**src/rtl/decode_ctrl.sv**
```systemverilog
// Decode-stage controller: two-entry skid buffer between fetch and execute,
// with immediate extraction, PC-relative target precompute and early JAL redirect.

module imm_selector (
    input  logic [31:0] instr_i,
    output logic [31:0] imm_o
);
    always_comb begin
        imm_o = '0;
        unique case (instr_i[6:0])
            7'b0000011, 7'b0010011, 7'b1100111:
                imm_o = {{20{instr_i[31]}}, instr_i[31:20]};
            7'b0100011:
                imm_o = {{20{instr_i[31]}}, instr_i[31:25], instr_i[11:7]};
            7'b1100011:
                imm_o = {{19{instr_i[31]}}, instr_i[31], instr_i[7],
                         instr_i[30:25], instr_i[11:8], 1'b0};
            7'b0110111, 7'b0010111:
                imm_o = {instr_i[31:12], 12'b0};
            7'b1101111:
                imm_o = {{11{instr_i[31]}}, instr_i[31], instr_i[19:12],
                         instr_i[20], instr_i[30:21], 1'b0};
            default: imm_o = '0;
        endcase
    end
endmodule

module decode_ctrl #(
    parameter int unsigned KILL_SHADOW = 1
) (
    input  logic        clk,
    input  logic        rst,
    input  logic        in_valid,
    output logic        in_ready,
    input  logic [31:0] in_instr,
    input  logic [31:0] in_pc,
    input  logic        flush,
    output logic        out_valid,
    input  logic        out_ready,
    output logic [31:0] out_instr,
    output logic [31:0] out_pc,
    output logic [31:0] out_imm,
    output logic [31:0] out_target,
    output logic        out_is_branch,
    output logic        out_is_jal,
    output logic        out_is_jalr,
    output logic        redirect_valid,
    output logic [31:0] redirect_pc
);
    localparam logic [2:0] KILL_INIT = 3'(KILL_SHADOW);

    typedef enum logic [1:0] {EMPTY, ONE, TWO} state_t;

    typedef struct packed {
        logic [31:0] instr;
        logic [31:0] pc;
        logic [31:0] imm;
        logic [31:0] target;
        logic        br;
        logic        jal;
        logic        jalr;
    } entry_t;

    state_t      state_q;
    entry_t      main_q, skid_q, dec;
    logic [2:0]  kill_q;
    logic        out_valid_q, in_ready_q, redirect_valid_q;
    logic [31:0] redirect_pc_q;
    logic [31:0] imm;
    logic        accept, consume, store;

    imm_selector u_imm (
        .instr_i (in_instr),
        .imm_o   (imm)
    );

    always_comb begin
        dec        = '0;
        dec.instr  = in_instr;
        dec.pc     = in_pc;
        dec.imm    = imm;
        dec.br     = (in_instr[6:0] == 7'b1100011);
        dec.jal    = (in_instr[6:0] == 7'b1101111);
        dec.jalr   = (in_instr[6:0] == 7'b1100111);
        dec.target = (dec.br || dec.jal) ? in_pc + imm : '0;
    end

    assign accept  = in_valid && in_ready_q && !flush;
    assign consume = out_valid_q && out_ready;
    // Instructions in the JAL shadow complete the handshake but are never stored.
    assign store   = accept && (kill_q == 3'd0);

    always_ff @(posedge clk) begin
        if (rst) begin
            state_q          <= EMPTY;
            main_q           <= '0;
            skid_q           <= '0;
            kill_q           <= '0;
            out_valid_q      <= 1'b0;
            in_ready_q       <= 1'b1;
            redirect_valid_q <= 1'b0;
            redirect_pc_q    <= '0;
        end else if (flush) begin
            state_q          <= EMPTY;
            kill_q           <= '0;
            out_valid_q      <= 1'b0;
            in_ready_q       <= 1'b1;
            redirect_valid_q <= 1'b0;
        end else begin
            redirect_valid_q <= store && dec.jal;
            if (store && dec.jal) begin
                redirect_pc_q <= dec.target;
                kill_q        <= KILL_INIT;
            end else if (accept && kill_q != 3'd0) begin
                kill_q <= kill_q - 3'd1;
            end

            case (state_q)
                EMPTY: begin
                    if (store) begin
                        main_q      <= dec;
                        state_q     <= ONE;
                        out_valid_q <= 1'b1;
                    end
                end
                ONE: begin
                    if (store && !consume) begin
                        skid_q     <= dec;
                        state_q    <= TWO;
                        in_ready_q <= 1'b0;
                    end else if (store) begin
                        main_q <= dec;
                    end else if (consume) begin
                        state_q     <= EMPTY;
                        out_valid_q <= 1'b0;
                    end
                end
                TWO: begin
                    if (consume) begin
                        main_q     <= skid_q;
                        state_q    <= ONE;
                        in_ready_q <= 1'b1;
                    end
                end
                default: begin
                    state_q     <= EMPTY;
                    out_valid_q <= 1'b0;
                    in_ready_q  <= 1'b1;
                end
            endcase
        end
    end

    assign in_ready       = in_ready_q;
    assign out_valid      = out_valid_q;
    assign out_instr      = main_q.instr;
    assign out_pc         = main_q.pc;
    assign out_imm        = main_q.imm;
    assign out_target     = main_q.target;
    assign out_is_branch  = main_q.br;
    assign out_is_jal     = main_q.jal;
    assign out_is_jalr    = main_q.jalr;
    assign redirect_valid = redirect_valid_q;
    assign redirect_pc    = redirect_pc_q;
endmodule
```
**config.mk**
```make
export PLATFORM = sky130hd
export DESIGN_NAME = decode_ctrl
export DESIGN_NICKNAME = d
export VERILOG_FILES = /design/src/rtl/decode_ctrl.sv
export SDC_FILE = /design/constraint.sdc
export NUM_CORES = 1
export LEC_CHECK = 0
export BUFFER_PORTS_ARGS = -buffer_cell sky130_fd_sc_hd__buf_2
export CORE_MARGIN = 2
export CORE_UTILIZATION = 61
export DETAILED_ROUTE_END_ITERATION = 10
export GPL_TIMING_DRIVEN = 0
export HOLD_SLACK_MARGIN = 0.02
export PLACE_DENSITY_LB_ADDON = 0.08
export SLEW_MARGIN = 20
export SYNTH_ARGS = -nofsm -noshare
export SYNTH_HDL_FRONTEND = slang
export SYNTH_SLANG_ARGS = --single-unit
export TNS_END_PERCENT = 20
```
**constraint.sdc**
```tcl
create_clock -name clk -period 9.1 [get_ports clk]
set_input_delay 0.91 -clock clk [delete_from_list [all_inputs] [get_ports clk]]
set_output_delay 0.91 -clock clk [all_outputs]
set_load 0.1 [all_outputs]
```
==> results.sh <==
export IMPL_crit_type="input pin to register"
export IMPL_synth_fa_ha_area_share_pct=3.16
export IMPL_nets=2144
export IMPL_hold_path_class="register to register"
export IMPL_grt_max_degree=15
export IMPL_finalCriticalPeriod_ps=4590
export IMPL_whs_ps=446
export IMPL_synth_compound_area_share_pct=22.8
export IMPL_finalSetupViolCount=0
export IMPL_firstDrtPassIters=6
export IMPL_antenna_found_initial=0
export IMPL_die_h_um=154
export IMPL_cts_made_buffers=30
export IMPL_ys_warn_count=0
export IMPL_power_density_nw_per_um2=191
export IMPL_ys_flop_type="dfxtp_1"
export IMPL_synth_area_leader_cell="dfxtp_1"
export IMPL_ys_types=64
export IMPL_dieArea_sq_um=23600
export IMPL_period_share_pct=50.4
export IMPL_die_width_um=154
export IMPL_ys_async_sr_fraction_pct=0
export IMPL_cp_data_arrival_time_ps=5030
export IMPL_root_buffer="clkbuf_16"
export IMPL_grt_pass1_vias=13400
export IMPL_synth_nets=1882
export IMPL_ys_ff_latch=302
export IMPL_hold_buffers=0
export IMPL_synth_simple_gate_area_share_pct=22.8
export IMPL_slew_headroom_pct=27.6
export IMPL_tns_ps=0
export IMPL_cts_max_level=1
export IMPL_finClkSkew_ps=17.4
export IMPL_coreArea_sq_um=21900
export IMPL_p_leak_nw=6.78
export IMPL_ir_drop_v=0.000174
export IMPL_drtIter0Drc=1509
export IMPL_final_antenna_net_count=0
export IMPL_ios=235
export IMPL_critPathLaunchType="input pin"
export IMPL_startpoint="in_instr[4]"
export IMPL_most_common_layout_cells="447 x nand2_1, 302 x dfxtp_1, 246 x buf_2"
export IMPL_wl_um=49000
export IMPL_synth_area_mux_share_pct=0.229
export IMPL_crit_end="out_target[20]"
export IMPL_start_util_pct=62.5
export IMPL_synth_xor_area_share_pct=1.79
export IMPL_cap_violations=0
export IMPL_clock_sinks=302
export IMPL_min_path_cells=2
export IMPL_num_fill_cells=1764
export IMPL_post_drt_wl_per_cell_um=20.9
export IMPL_avgSynthCellArea_sq_um=7.69
export IMPL_io_buffers=230
export IMPL_drive_above_1_share_pct=14.9
export IMPL_gp_congestion=0.988
export IMPL_r2r_start="kill_q[0]"
export IMPL_layout_commonest_cell="nand2_1"
export IMPL_crit_path_end_kind="register"
export IMPL_final_max_slew_violation_count=0
export IMPL_grt_pass1_wl_um=74500
export IMPL_dpl_hpwl_um=36600
export IMPL_drc=0
export IMPL_required_ps=9540
export IMPL_vias=14500
export IMPL_tightest_slew_ps=1090
export IMPL_seq_area_frac_synth_pct=44.2
export IMPL_post_cts_setup_buffers=0
export IMPL_synth_top_area_share_pct=44.2
export IMPL_grt_usage_pct=40.1
export IMPL_ff2ff_setup_slack_ps=5560
export IMPL_rr_worst_depth=10
export IMPL_area_growth_pct=18.4
export IMPL_synth_area_leaders="dfxtp_1 44%, nand2_1 12%, a21oi_1 7.3%"
export IMPL_crit_fanout=7
export IMPL_timing_rr_end="out_target[8]"
export IMPL_synth_area_sq_um=13700
export IMPL_timing_fmax_ghz=0.218
export IMPL_cts_tree="built"
export IMPL_synth_top_family_by_area="simple AND/OR/NAND/NOR gates"
export IMPL_clk_latency_ps=560
export IMPL_grt_setup_unrepaired="no"
export IMPL_clkTransAtPathRegs_ps=60
export IMPL_post_cts_resized=0
export IMPL_vias_per_cell=6.17
export IMPL_grt_ovfl_total=0
export IMPL_hold_viol=0
export IMPL_syn_inst=1779
export IMPL_rows=54
export IMPL_clock_path_buffers=3
export IMPL_status="complete, no violations"
export IMPL_synth_edf_count=0
==> synthesized netlist by cell type, types with 6 or more instances <==
cell        n
o211ai_1   14
inv_1      34
a31oi_1     8
and2_1     15
xor2_1     14
nand2_1   447
dfxtp_1   302
xnor2_1    14
a22oi_1    10
nand4_1     6
ha_1       33
buf_2      16
nor2_1    204
a21oi_1   199
and3_1      8
nand3_1    38
a211oi_1   43
clkbuf_1  121
a21o_1     19
a311oi_1   85
o21ai_0    32
nor3_1     20
a22o_1     11
==> worst min path at each step <==
stage,endpoint,startpoint,slack [ps]
after floorplan,skid_q[22],skid_q[22],430
after global placement,redirect_pc[24],redirect_pc[24],440
after detailed placement,out_imm[13],out_imm[13],440
after CTS,out_imm[13],out_imm[13],450
after global routing,skid_q[85],skid_q[85],470
final,out_imm[13],out_imm[13],450
==> power breakdown <==
group          internal (mW)  switching (mW)  leakage, nW  total [mW]
Clock                  0.759           0.522        0.492        1.28
Sequential              1.35          0.0168         2.45        1.37
Combinational         0.0885           0.362         3.84       0.451
==> sequential cells by signal (all words and copies together), names as in the netlist <==
| signal | count |
|---|---|
| out_is_jalr | 1 |
| state_q | 2 |
| redirect_valid | 1 |
| out_valid | 1 |
| out_instr | 32 |
| out_is_jal | 1 |
| skid_q | 131 |
| in_ready | 1 |
| redirect_pc | 32 |
| out_is_branch | 1 |
| out_imm | 32 |
| out_target | 32 |
| kill_q | 3 |
| out_pc | 32 |
==> critical path, cell delays in order <==
cell and delay, ps:
buf_2 180, and3b_1 200, buf_4 150, and2_1 190, nand2_1 180, nand2_1 70, a32oi_1 340, inv_1 80
ha_1 210, fa_1 410, a21oi_1 200, o21ai_0 190, a21oi_1 270, nor3_1 130, o21ai_0 320, nand3b_1 220
xor2_1 260, a221oi_1 410, nor2_1 90
==> final cells by class <==
type	count	area, sq um	area share [%]
plain buffers	144	568	3.51
flip-flops and latches	302	6050	37.3
well taps	280	350	2.16
multi-input cells	1299	6940	42.9
diodes	1	2.50	0.0154
clock buffers	49	903	5.58
repair buffers	230	1150	7.11
clock inverters	5	106	0.657
inverters	34	128	0.788
==> routing by layer <==
layer | part of all wire (%) | wire (um) | global-route usage, % | vias up
met5 | 0 | 0 | 0 | -
met4 | 6.1 | 2970 | 21.7 | 0
met3 | 12 | 5860 | 8.85 | 189
met2 | 43 | 21200 | 61.7 | 924
met1 | 39 | 18900 | 52.6 | 6676
li1 | - | - | - | 6669
==> through the flow <==
| stage | std cells | cell area, sq um | setup WS [ps] | power (mW) | utilization, % |
|---|---|---|---|---|---|
| after detailed placement | 2289 | 15200 | 4040 | 1.84 | 69.4 |
| after global routing | 2343 | 16200 | 4220 | 3.17 | 74.0 |
| after global placement | 2289 | 15200 | 4100 | 1.83 | 69.4 |
| after floorplan | 1779 | 13700 | 4780 | 1.72 | - |
| after CTS | 2343 | 16200 | 4590 | 3.08 | 74.0 |
| final | 2344 | 16200 | 4510 | 3.10 | 74.0 |
==> cells by family after synthesis <==
kind of cell,Yosys count
AO/OA/AOI/OAI,467
adder cells (fa/ha/maj),34
flip-flops,302
XOR/XNOR,28
multiplexers,3
buffers and inverters,178
AND/OR/NAND/NOR,767
(Power assumes the default switching activity.)
